File: config.mk
export PLATFORM = sky130hd
export DESIGN_NAME = fpu_div_iter
export DESIGN_NICKNAME = d
export VERILOG_FILES = /design/src/rtl/fpu_div_iter_pkg.sv /design/src/rtl/fpu_div_round.sv /design/src/rtl/fpu_div_iter.sv
export SDC_FILE = /design/constraint.sdc
export NUM_CORES = 1
export LEC_CHECK = 0
export ABC_AREA = 1
export CAP_MARGIN = 20
export CORE_MARGIN = 10
export CORE_UTILIZATION = 35
export DETAILED_ROUTE_END_ITERATION = 8
export GPL_TIMING_DRIVEN = 0
export HOLD_SLACK_MARGIN = 0.15
export PLACE_DENSITY = 0.58
export SLEW_MARGIN = 25
export SYNTH_ARGS = -nofsm -noshare
export SYNTH_HDL_FRONTEND = slang
export SYNTH_SLANG_ARGS = --single-unit
File: constraint.sdc
create_clock -name clk -period 12.34 [get_ports clk]
set_input_delay 2.468 -clock clk [delete_from_list [all_inputs] [get_ports clk]]
set_output_delay 2.468 -clock clk [all_outputs]
set_load 0.02 [all_outputs]
File: src/rtl/fpu_div_iter_pkg.sv
// fpu_div_iter_pkg: shared types and constants for the iterative single-precision divider.
// Revision: 1.0
`default_nettype none

package fpu_div_iter_pkg;

   typedef enum logic [2:0] {
      S_IDLE   = 3'd0,
      S_UNPACK = 3'd1,
      S_ITER   = 3'd2,
      S_ROUND  = 3'd3,
      S_DONE   = 3'd4
   } fpu_div_state_t;

   typedef enum logic [1:0] {
      RM_RN = 2'd0,
      RM_RZ = 2'd1,
      RM_RP = 2'd2,
      RM_RM = 2'd3
   } fpu_rm_t;

   typedef struct packed {
      logic divide_by_zero;
      logic invalid;
      logic overflow;
      logic underflow;
   } fpu_div_flags_t;

   localparam logic [31:0] FPU_QNAN    = 32'h7fff_ffff;
   localparam logic [30:0] FPU_INF_MAG = 31'h7f80_0000;
   localparam logic [30:0] FPU_MAX_MAG = 31'h7f7f_ffff;

endpackage

`default_nettype wire

File: src/rtl/fpu_div_round.sv
// fpu_div_round: combinational rounding, exponent range check and packing of the raw quotient.
// Revision: 1.0
`default_nettype none

module fpu_div_round
   import fpu_div_iter_pkg::*;
(
   input  logic              i_sign,
   input  logic signed [9:0] i_exp,
   input  logic [25:0]       i_q,
   input  logic              i_sticky,
   input  fpu_rm_t           i_rm,
   output logic [31:0]       o_result,
   output logic              o_overflow,
   output logic              o_underflow
);

   logic              w_inexact;
   logic              w_inc;
   logic              w_to_inf;
   logic [24:0]       w_mant_r;
   logic [22:0]       w_frac;
   logic signed [9:0] w_exp;

   always_comb begin
      w_inexact = (|i_q[1:0]) | i_sticky;
      case (i_rm)
         RM_RN:   w_inc = i_q[1] & (i_q[0] | i_sticky | i_q[2]);
         RM_RZ:   w_inc = 1'b0;
         RM_RP:   w_inc = w_inexact & ~i_sign;
         default: w_inc = w_inexact & i_sign;
      endcase

      // i_q[25] is the hidden bit; a carry out of it renormalises by one place
      w_mant_r = {1'b0, i_q[25:2]} + {24'd0, w_inc};
      w_frac   = w_mant_r[24] ? w_mant_r[23:1] : w_mant_r[22:0];
      w_exp    = w_mant_r[24] ? (i_exp + 10'sd1) : i_exp;

      w_to_inf = (i_rm == RM_RN) | ((i_rm == RM_RP) & ~i_sign) | ((i_rm == RM_RM) & i_sign);

      o_overflow  = 1'b0;
      o_underflow = 1'b0;
      o_result    = {i_sign, w_exp[7:0], w_frac};
      if (w_exp >= 10'sd255) begin
         o_overflow = 1'b1;
         o_result   = {i_sign, (w_to_inf ? FPU_INF_MAG : FPU_MAX_MAG)};
      end else if (w_exp <= 10'sd0) begin
         o_underflow = 1'b1;
         o_result    = {i_sign, 31'd0};
      end
   end

endmodule

`default_nettype wire

File: src/rtl/fpu_div_iter.sv
// fpu_div_iter: iterative IEEE-754 single-precision restoring divider with AXI-stream handshakes.
// Optional macro FPU_DIV_FIXED_LATENCY_EN: special cases take the full normal-path latency. Revision: 1.0
`default_nettype none

module fpu_div_iter
   import fpu_div_iter_pkg::*;
#(
   parameter int          BITS_PER_CYCLE = 1,
   parameter logic [31:0] QNAN           = FPU_QNAN
) (
   input  logic        clk,
   input  logic        rst,
   input  logic        flush,
   input  logic [31:0] s_axis_a_tdata,
   input  logic [31:0] s_axis_b_tdata,
   input  logic [1:0]  s_axis_rm_tdata,
   input  logic        s_axis_tvalid,
   output logic        s_axis_tready,
   output logic [31:0] m_axis_result_tdata,
   output logic [3:0]  m_axis_result_tuser,
   output logic        m_axis_result_tvalid,
   input  logic        m_axis_result_tready,
   output logic        busy
);

   localparam int         N_ITER   = 26 / BITS_PER_CYCLE;
   localparam logic [4:0] CNT_INIT = 5'(N_ITER - 1);

   fpu_div_state_t    r_state, w_next;
   logic [31:0]       r_a, r_b, r_res;
   fpu_rm_t           r_rm;
   logic              r_sign, r_special;
   logic signed [9:0] r_exp;
   logic [25:0]       r_rem, r_quo, w_rem_n, w_quo_n;
   logic [23:0]       r_div;
   logic [4:0]        r_cnt;
   fpu_div_flags_t    r_flags, w_spec_flags, w_rnd_flags;

   logic [7:0]  w_ea, w_eb;
   logic [23:0] w_ma, w_mb;
   logic        w_a_nan, w_b_nan, w_a_inf, w_b_inf, w_a_zero, w_b_zero;
   logic        w_sign, w_lt, w_special;
   logic [31:0] w_spec_res, w_rnd_res;
   logic [9:0]  w_exp_un;
   logic        w_rnd_ov, w_rnd_uf;

   // Operand classification; a zero exponent field (zero or denormal) reads as zero
   always_comb begin
      w_ea     = r_a[30:23];
      w_eb     = r_b[30:23];
      w_ma     = {1'b1, r_a[22:0]};
      w_mb     = {1'b1, r_b[22:0]};
      w_a_nan  = (&w_ea) & (|r_a[22:0]);
      w_b_nan  = (&w_eb) & (|r_b[22:0]);
      w_a_inf  = (&w_ea) & ~(|r_a[22:0]);
      w_b_inf  = (&w_eb) & ~(|r_b[22:0]);
      w_a_zero = (w_ea == 8'd0);
      w_b_zero = (w_eb == 8'd0);
      w_sign   = r_a[31] ^ r_b[31];
      w_lt     = (w_ma < w_mb);
      w_exp_un = {2'b00, w_ea} - {2'b00, w_eb} + 10'd127 - {9'd0, w_lt};

      w_special    = 1'b1;
      w_spec_res   = QNAN;
      w_spec_flags = '0;
      if (w_a_nan | w_b_nan) begin
         w_spec_flags.invalid = (w_a_nan & ~r_a[22]) | (w_b_nan & ~r_b[22]);
      end else if ((w_a_inf & w_b_inf) | (w_a_zero & w_b_zero)) begin
         w_spec_flags.invalid = 1'b1;
      end else if (w_a_inf) begin
         w_spec_res = {w_sign, FPU_INF_MAG};
      end else if (w_b_inf) begin
         w_spec_res = {w_sign, 31'd0};
      end else if (w_b_zero) begin
         w_spec_res                  = {w_sign, FPU_INF_MAG};
         w_spec_flags.divide_by_zero = 1'b1;
      end else if (w_a_zero) begin
         w_spec_res = {w_sign, 31'd0};
      end else begin
         w_special = 1'b0;
      end
   end

   // Restoring division steps retired this cycle
   always_comb begin
      w_rem_n = r_rem;
      w_quo_n = r_quo;
      for (int i = 0; i < BITS_PER_CYCLE; i++) begin
         if (w_rem_n >= {2'b00, r_div}) begin
            w_rem_n = w_rem_n - {2'b00, r_div};
            w_quo_n = {w_quo_n[24:0], 1'b1};
         end else begin
            w_quo_n = {w_quo_n[24:0], 1'b0};
         end
         w_rem_n = {w_rem_n[24:0], 1'b0};
      end
   end

   fpu_div_round u_round (
      .i_sign      (r_sign),
      .i_exp       (r_exp),
      .i_q         (r_quo),
      .i_sticky    (r_rem != 26'd0),
      .i_rm        (r_rm),
      .o_result    (w_rnd_res),
      .o_overflow  (w_rnd_ov),
      .o_underflow (w_rnd_uf)
   );

   always_comb begin
      w_rnd_flags           = '0;
      w_rnd_flags.overflow  = w_rnd_ov;
      w_rnd_flags.underflow = w_rnd_uf;
   end

   always_ff @(posedge clk or posedge rst) begin
      if (rst) r_state <= S_IDLE;
      else     r_state <= w_next;
   end

   always_comb begin
      w_next = r_state;
      case (r_state)
         S_IDLE:   if (s_axis_tvalid) w_next = S_UNPACK;
`ifdef FPU_DIV_FIXED_LATENCY_EN
         S_UNPACK: w_next = S_ITER;
`else
         S_UNPACK: w_next = w_special ? S_DONE : S_ITER;
`endif
         S_ITER:   if (r_cnt == 5'd0) w_next = S_ROUND;
         S_ROUND:  w_next = S_DONE;
         S_DONE:   if (m_axis_result_tready) w_next = S_IDLE;
         default:  w_next = S_IDLE;
      endcase
      if (flush) w_next = S_IDLE;
   end

   always_ff @(posedge clk or posedge rst) begin
      if (rst) begin
         r_a       <= '0;
         r_b       <= '0;
         r_rm      <= RM_RN;
         r_sign    <= 1'b0;
         r_special <= 1'b0;
         r_exp     <= '0;
         r_rem     <= '0;
         r_quo     <= '0;
         r_div     <= '0;
         r_cnt     <= '0;
         r_res     <= '0;
         r_flags   <= '0;
      end else if (flush) begin
         r_res     <= '0;
         r_flags   <= '0;
         r_special <= 1'b0;
      end else begin
         case (r_state)
            S_IDLE: begin
               if (s_axis_tvalid) begin
                  r_a  <= s_axis_a_tdata;
                  r_b  <= s_axis_b_tdata;
                  r_rm <= fpu_rm_t'(s_axis_rm_tdata);
               end
            end
            S_UNPACK: begin
               r_sign    <= w_sign;
               r_cnt     <= CNT_INIT;
               r_quo     <= '0;
               r_special <= w_special;
               r_div     <= w_mb;
               r_exp     <= w_exp_un;
               if (w_special) begin
                  r_res   <= w_spec_res;
                  r_flags <= w_spec_flags;
                  r_rem   <= '0;
               end else begin
                  // Pre-normalise so the first quotient bit is always the hidden 1
                  r_rem <= w_lt ? {1'b0, w_ma, 1'b0} : {2'b00, w_ma};
               end
            end
            S_ITER: begin
               r_rem <= w_rem_n;
               r_quo <= w_quo_n;
               r_cnt <= r_cnt - 5'd1;
            end
            S_ROUND: begin
               if (!r_special) begin
                  r_res   <= w_rnd_res;
                  r_flags <= w_rnd_flags;
               end
            end
            default: ;
         endcase
      end
   end

   assign s_axis_tready        = (r_state == S_IDLE) && !flush;
   assign m_axis_result_tvalid = (r_state == S_DONE);
   assign m_axis_result_tdata  = r_res;
   assign m_axis_result_tuser  = r_flags;
   assign busy                 = (r_state != S_IDLE);

endmodule

`default_nettype wire

==> metrics.txt, run 1 <==
outcome=completed; Pwr Density=286 nW/um^2; # IOs=110; commonest non-fill, non-tap cell in the layout=nand2_1; Post-synth EDFFs=0; Worst EP required=9870 ps; Clock Path Buffers=2; I/O Buffers=108; first drt pass iteration count=5; Max Slew Vio Count=0; worst-margin pin slew=between 800 and 900 ps; Max Cap Violations=0; YS warnings=0; Final Net Count=2069; final setup violation count=0; Routed WL=around 40000 um; Die X-Extent=~210 um; CTS tree=done; proportion of layout cells with a drive suffix above 1=5.31%; vias in the first global route=11898; Initial Utilization=35.5%; Die Y-Extent=~210 um; RePlAce Congestion=0.916; fill count=around 3800; syn nets=~1900; Worst-Skew Late Latency=460 ps; hpwl dp=~32000 um; worst clock skew=15.6 ps; Main synth FF type=dfrtp_1; sequential share of the synthesized area=38.1%; Gate Count Post-Synth=~1800; minimum clock period after layout=5980 ps; Die ar.=45300 um^2; Avg Vias per Cell=between 5 and 6; area delta synth->final=17.8%; clk sink count=between 150 and 200; root buffer cell=clkbuf_16; ys async rst share=100%; initial antenna violation count=0; vias after detailed routing=12170; DRC Markers=0; unrepaired setup endpoints after global routing=false; Arrival @ worst endpoint=approximately 3500 ps; Syn Area/Cell=7.24 um^2; Overflow after GRT=0; Slew HR=41.2%; Post-CTS Setup Inserts=0; class of the worst hold path=register to register; R2R Setup Slk=8200 ps; total power=~4.4 mW; GRT Util Overall=between 10% and 20%; # diodes=0; number of synthesized register bits=about 200; Hold Fails Final Rpt=0; fin crit share=between 40 and 50%; most frequent cells in the layout=nand2_1 (429), inv_1 (230), dfrtp_1 (198); wire length of the first global-routing pass=63500 um; Core Area=36600 um^2; count of cell types in the netlist=50; Crit. End Element=output pin; critical path class=input pin to output pin; VDD IR-drop max=119 uV; Starting DRT DRC Count=between 800 and 900; Critical Path Fanout Max=9; largest net degree at the start of global routing=between 80 and 90; post-cts hold buffer count=0; Leak=between 7 and 8 nW; Post-Syn Area=13000 um^2; Post-DRT Antenna Nets=0; Reg clk slew, reported paths=around 70 ps; mean routed wirelength per cell=16.6 um; Peak Freq=between 0.15 and 0.2 GHz; TNS Setup=0 ps; # rows=70; CP startpoint kind=input pin; Resized Gates After CTS=0; CTS Buf Count=17; htree depth=4
## worst max-delay path, cell delays in order
cell             delay, ps
clkbuf_1               210
nor2_1                 190
clkdlybuf4s50_1        630
## final cells by class
type	instances	area (um^2)	area share, %
plain buffers	67	327	2.13
clock buffers	18	429	2.80
clock inverters	14	158	1.03
inverters	235	890	5.80
multi-input cells	1298	6850	44.7
flip-flops and latches	198	4950	32.3
well taps	468	586	3.82
repair buffers	110	1140	7.41
## sequential cells by signal, indices dropped and copies added (netlist names)
register and count:
r_quo 26, r_div 24, r_cnt 5, r_special 1, m_axis_result_tdata 32, r_rm 2, r_rem 26, r_b 32
r_sign 1, m_axis_result_tuser 4, r_state 3, r_exp 10, r_a 32
## report_power, final
part	switching (mW)	internal [mW]
clock	0.286	0.290
combinational	1.76	0.964
sequential	0.182	0.897
total	2.23	2.15
## layer usage
| metal | GRT usage, % | up-vias | wire [um] |
|---|---|---|---|
| met5 | 0 | - | 0 |
| met4 | 4.48 | 0 | 810 |
| met3 | 3.20 | 48 | 1870 |
| met2 | 29.7 | 309 | 18800 |
| met1 | 22.8 | 5696 | 18400 |
| li1 | - | 6117 | - |
## Yosys cell counts, types with 3 or more instances
cell      instances  area [um^2]
a21o_1            4         30.0
a21oi_1         119          596
buf_1             8         30.0
buf_2             9         45.0
buf_6             8         90.1
clkbuf_1         41          154
dfrtp_1         198         4950
fa_1              3         60.1
ha_1             68          851
inv_1           231          867
mux2_2            3         33.8
nand2_1         429         1610
nand2_2          15         93.8
nand3_1         167          836
nand3_2           9         90.1
nand3b_1         14          105
nand4_1          39          244
nor2_1          194          728
nor2_2            5         31.3
nor2_4            3         33.8
nor3_1           14         70.1
nor4_1            7         43.8
o211ai_1          9         67.6
o21ai_0          91          455
o21ai_1           4         20.0
o21bai_1          8         60.1
o22ai_1          29          181
or2_2             3         18.8
xnor2_1          10         87.6
xor2_1           31          272
## path summary, 6_finish.rpt
path,start,end,depth (start not counted)
worst max-delay path,flush,s_axis_tready,3
worst max register to register,r_b[17],r_exp[9],21
max in group asynchronous,rst,m_axis_result_tuser[3],4
worst min register to register,m_axis_result_tdata[7],m_axis_result_tdata[7],2
worst min-delay path,m_axis_result_tdata[7],m_axis_result_tdata[7],2
min in group asynchronous,rst,r_quo[18],2
## kinds of logic (layout without fill, tap and decap cells)
group / count (synthesis) / after routing / share of synthesized area (%)
and+or+nand+nor: 908 / 908 / 31.0
buffers and inverters: 302 / 444 / 9.29
AOI/OAI and AO/OA: 275 / 275 / 11.6
DFF: 198 / 198 / 38.1
adders and majority gates: 71 / 71 / 7.00
xor gates and xnor gates: 41 / 41 / 2.76
muxes: 3 / 3 / 0.260
## stage by stage
stage          cells  hold WS [ps]  util [%]  worst slack (ps)  cell area, um^2
5_1_grt         2408           513      41.9              6330            15300
2_1_floorplan   1798           426         -              4470            13000
3_3_place_gp    2374           463      40.1              1650            14700
6_report        2408           482      41.9              6360            15300
4_1_cts         2408           485      41.9              6370            15300
3_5_place_dp    2376           465      40.3              6370            14700
(Power assumes the default switching activity.)
==> run 2: changes to the inputs <==
- clock period: 12.34 -> 6.1 ns (I/O delays scaled with it)
==> metrics.txt, run 2 (synthesized netlist as in run 1, its figures left out) <==
outcome=completed; CP bufs+invs=3; I/O Buffers=roughly 110; Final Cell Area=between 15000 and 20000 um^2; wire length of the first global-routing pass=63400 um; GRT Util Overall=~18%; R2R Setup Slk=between 1500 and 2000 ps; Final Net Count=between 2000 and 2500; Worst EP required=~6500 ps; minimum clock period after layout=4110 ps; Post-DRT Antenna Nets=0; clk sink count=between 150 and 200; Overflow after GRT=0; proportion of layout cells with a drive suffix above 1=between 5 and 6%; critical path cell sequence=inv_1, ha_1, a21oi_1, o21ai_0, a21oi_1, o21ai_0, a21oi_1, nand2_1, clkbuf_1, ha_1, ha_1, fa_1, a21oi_1, o21ai_0, inv_1, nor2_1, o21ai_0, nand2_1, nand2_1, nand4_1, o21ai_0; class of the worst hold path=register to register; critical path class=register to register; Top Family by Delay on Critical Path=compound AO/OA/AOI/OAI gates; Slew HR=around two fifths; Reg clk slew, reported paths=around 70 ps; Clock Path Buffers=2; Peak Freq=about 0.24 GHz; worst-margin pin slew=just over 900 ps; initial antenna violation count=0; CP startpoint kind=register; R2R cell count=21; Die ar.=approximately 45000 um^2; RePlAce Congestion=~0.94; cell total after placement=2381; commonest non-fill, non-tap cell in the layout=nand2_1; Starting DRT DRC Count=816; worst clock skew=between 15 and 20 ps; final std cells w/o fill=approximately 2400; Worst-Skew Late Latency=~440 ps; Die Y-Extent=about 210 um; Leak=about 7.4 nW; Routed WL=about 40000 um; root buffer cell=clkbuf_16; vias in the first global route=around 12000; Hold Fails Final Rpt=0; total power=8.82 mW; Resized Gates After CTS=0; Initial Utilization=roughly 36%; Crit. Startpoint=r_b[17]; most frequent cells in the layout=nand2_1 (429), inv_1 (230), dfrtp_1 (198); VDD IR-drop max=278 uV; Core Area=36600 um^2; R2R Path Start=r_b[17]; Die X-Extent=213 um; fin crit share=67.4%; # diodes=0; DP Area=14800 um^2; # rows=70; TNS Setup=0 ps; Critical Path Fanout Max=10; Avg Vias per Cell=5.02; slowest stage cell on the critical path=fa_1; area delta synth->final=18.5%; Pwr Density=572 nW/um^2; Post-CTS Setup Inserts=0; post-cts hold buffer count=0; mean routed wirelength per cell=approximately 16 um; Arrival @ worst endpoint=around 4500 ps; htree depth=4; Crit. End Element=register; Worst path depth=21; reg2reg end=r_exp[9]; # IOs=110; Max Slew Vio Count=0; CP max stage delay=between 400 and 500 ps; CTS Buf Count=17; final setup violation count=0; DRC Markers=0; hpwl dp=32300 um; Fin Hold WS=~480 ps; crit path to=r_exp[9]; largest net degree at the start of global routing=33; first drt pass iteration count=6; Max Cap Violations=0; vias after detailed routing=~12000; CTS tree=done; CP dominant cell by count=o21ai_0; unrepaired setup endpoints after global routing=false
-- run 2: cell types whose count changed in the layout (fill, tap and decap cells not counted), sizes merged --
cell	delta
buf	+5
clkbuf	-1
clkinv	+1
clkinvlp	+2
inv	-2
-- run 2: worst min path at each step --
stage	from	endpoint	slack [ps]	cells after the start
after floorplan	r_div[23]	r_div[23]	430	2
after global placement	m_axis_result_tdata[16]	m_axis_result_tdata[16]	460	2
after detailed placement	m_axis_result_tdata[25]	m_axis_result_tdata[25]	470	2
after CTS	r_b[17]	r_div[17]	470	2
after global routing	r_b[2]	r_div[2]	500	2
final	m_axis_result_tdata[24]	m_axis_result_tdata[24]	480	2
-- run 2: through the flow --
stage                     util, %  setup slack [ps]
final                        42.1              1990
after global routing         42.1              1450
after CTS                    42.1              2020
after detailed placement     40.5              2030
after global placement       40.1               577
after floorplan                 -              2320
-- run 2: layer usage --
metal,GRT usage (%),part of all wire [%],up-vias
met1,23.0,46,5679
met5,0,0,-
met4,4.41,1.8,0
met2,29.2,47,275
met3,3.15,4.9,39
li1,-,-,6115
-- run 2: layout make-up --
| class | count | area [um^2] |
|---|---|---|
| tap | 468 | 586 |
| multi-input combinational | 1298 | 6850 |
| fill | 3822 | 21200 |
| buffer | 67 | 327 |
| timing repair buffer | 115 | 1230 |
| clock buffer | 17 | 425 |
| clock inverter | 15 | 159 |
| inverter | 235 | 886 |
| sequential | 198 | 4950 |
-- run 2: power breakdown --
part	leakage [nW]	switching [mW]	total [mW]	internal [mW]
Clock	0.290	0.563	1.15	0.585
Sequential	2.37	0.377	2.19	1.81
Combinational	4.73	3.53	5.48	1.95
-- run 2: worst min-delay path, stage by stage (launching register included) --
cell	delay [ps]
dfrtp_1	340
nand2_1	50
nand2_1	50
==> run 3: changes to the inputs <==
- clock period: 6.1 -> 4.1 ns (I/O delays scaled with it)
==> metrics.txt, run 3 (synthesized netlist as in run 1, its figures left out) <==
outcome=completed; proportion of layout cells with a drive suffix above 1=6.16%; Post-DRT Antenna Nets=0; first drt pass iteration count=5; Worst-Skew Late Latency=440 ps; CP dominant cell by count=nand3_1; Critical Path Fanout Max=10; Pwr Density=856 nW/um^2; hold_sp=m_axis_result_tdata[24]; R2R cell count=21; Hold Fails Final Rpt=0; fill count=3816; initial antenna violation count=0; worst clock skew=approximately 18 ps; post-cts hold buffer count=0; critical path class=register to register; Overflow after GRT=0; VDD IR-drop max=between 400 and 500 uV; slowest stage cell on the critical path=dfrtp_1; area delta synth->final=18.9%; CTS Buf Count=17; Worst path depth=21; reg2reg end=m_axis_result_tdata[20]; DRC Markers=0; # IOs=110; CP max stage delay=roughly 420 ps; # diodes=0; GRT Util Overall=approximately 18%; Place WS=between 20 and 30 ps; commonest non-fill, non-tap cell in the layout=nand2_1; critical path cell sequence=nor4_2, nand4_1, nor3_2, a211oi_1, a31o_2, ha_1, ha_1, nand3_2, nor3_4, nand2_4, buf_6, nor2_1, nor2_2, nand2_1, inv_1, nand3_4, buf_6, nand3_1, nand3_1, nand3_1, nand2_1; Die ar.=roughly 45000 um^2; Reg clk slew, reported paths=80 ps; mean routed wirelength per cell=about 16 um; R2R Setup Slk=approximately 310 ps; hpwl dp=32300 um; vias in the first global route=11841; worst-margin pin slew=roughly 890 ps; Max Cap Violations=0; Die X-Extent=approximately 210 um; Clock Path Buffers=2; I/O Buffers=about 110; root buffer cell=clkbuf_16; CP startpoint kind=register; Initial Utilization=between 30% and 40%; Slew HR=roughly 40%; Starting DRT DRC Count=733; Leak=7.41 nW; Final Net Count=just over 2000; class of the worst hold path=register to register; Avg Vias per Cell=between 5 and 6; R2R Path Start=r_rem[8]; Peak Freq=roughly 0.26 GHz; vias after detailed routing=about 12000; Max Slew Vio Count=0; wire length of the first global-routing pass=~63000 um; area taken by multi-input logic gates=about 6900 um^2; fin crit share=92.4%; Final Util=~42%; Final Cell Area=between 15000 and 20000 um^2; CTS tree=done; largest net degree at the start of global routing=33; minimum clock period after layout=3790 ps; clk sink count=between 150 and 200; Worst EP required=4420 ps; Top Family by Delay on Critical Path=simple AND/OR/NAND/NOR gates; Die Y-Extent=roughly 210 um; RePlAce Congestion=0.942; Fin Hold WS=between 400 and 500 ps; post-route worst setup slack=~310 ps; DP Area=14800 um^2; final setup violation count=0; Routed WL=between 30000 and 40000 um; unrepaired setup endpoints after global routing=false; register area=just under 5000 um^2; # rows=70; Core Area=between 30000 and 40000 um^2; crit path to=m_axis_result_tdata[20]; Crit. End Element=register; most frequent cells in the layout=nand2_1 (428), inv_1 (229), dfrtp_1 (198); htree depth=4; Crit. Startpoint=r_rem[8]; Arrival @ worst endpoint=4110 ps; CP bufs+invs=3
## run 3: per-layer routing
metal | wire length, um | part of all wire, % | vias to the layer above | GRT usage, %
li1 | - | - | 6122 | -
met2 | 18600 | 47 | 267 | 29.2
met3 | 1800 | 4.5 | 37 | 3.15
met1 | 18600 | 47 | 5691 | 23.0
met4 | 698 | 1.8 | 0 | 4.41
met5 | 0 | 0 | - | 0
## run 3: layout make-up
cell class | instances | share of cell area, %
inverters | 235 | 5.73
well taps | 468 | 3.79
repair buffers | 119 | 8.14
plain buffers | 67 | 2.14
multi-input cells | 1298 | 44.4
clock inverters | 15 | 1.03
clock buffers | 17 | 2.75
flip-flops and latches | 198 | 32.0
## run 3: power by group
| part | switching [mW] | internal [mW] | total (mW) |
|---|---|---|---|
| combinational | 5.28 | 2.98 | 8.26 |
| clock | 0.839 | 0.870 | 1.71 |
| sequential | 0.567 | 2.70 | 3.27 |
| total | 6.68 | 6.55 | 13.2 |
## run 3: what timing repair did
| item | CTS | global route |
|---|---|---|
| setup buffers | 0 | 4 |
| gates resized for setup | 0 | 10 |
| endpoints found under the setup margin | 0 | 26 |
## run 3: worst reg2reg max path: cells and delay by family, from the launching register on
family                     cells  cell delay, ps
AOI/OAI and AO/OA              2             340
and+or+nand+nor               14            2090
adders and majority gates      2             400
buffers and inverters          3             400
DFF                            1             420
## run 3: worst min-delay path by stage
stage,endpoint,slack (ps),cells after the start
detailed placement,m_axis_result_tdata[25],470,2
finish,m_axis_result_tdata[24],480,2
CTS,r_div[17],470,2
global placement,m_axis_result_tdata[16],460,2
global route,r_div[2],500,2
floorplan,r_div[23],430,2
## run 3: per-stage QoR
step	power [mW]	std cells	setup TNS, ps
3_5_place_dp	11.4	2381	0
5_1_grt	14.6	2417	0
3_3_place_gp	11.2	2374	-197000
6_report	13.2	2417	0
2_1_floorplan	9.11	1798	0
4_1_cts	13.1	2413	0
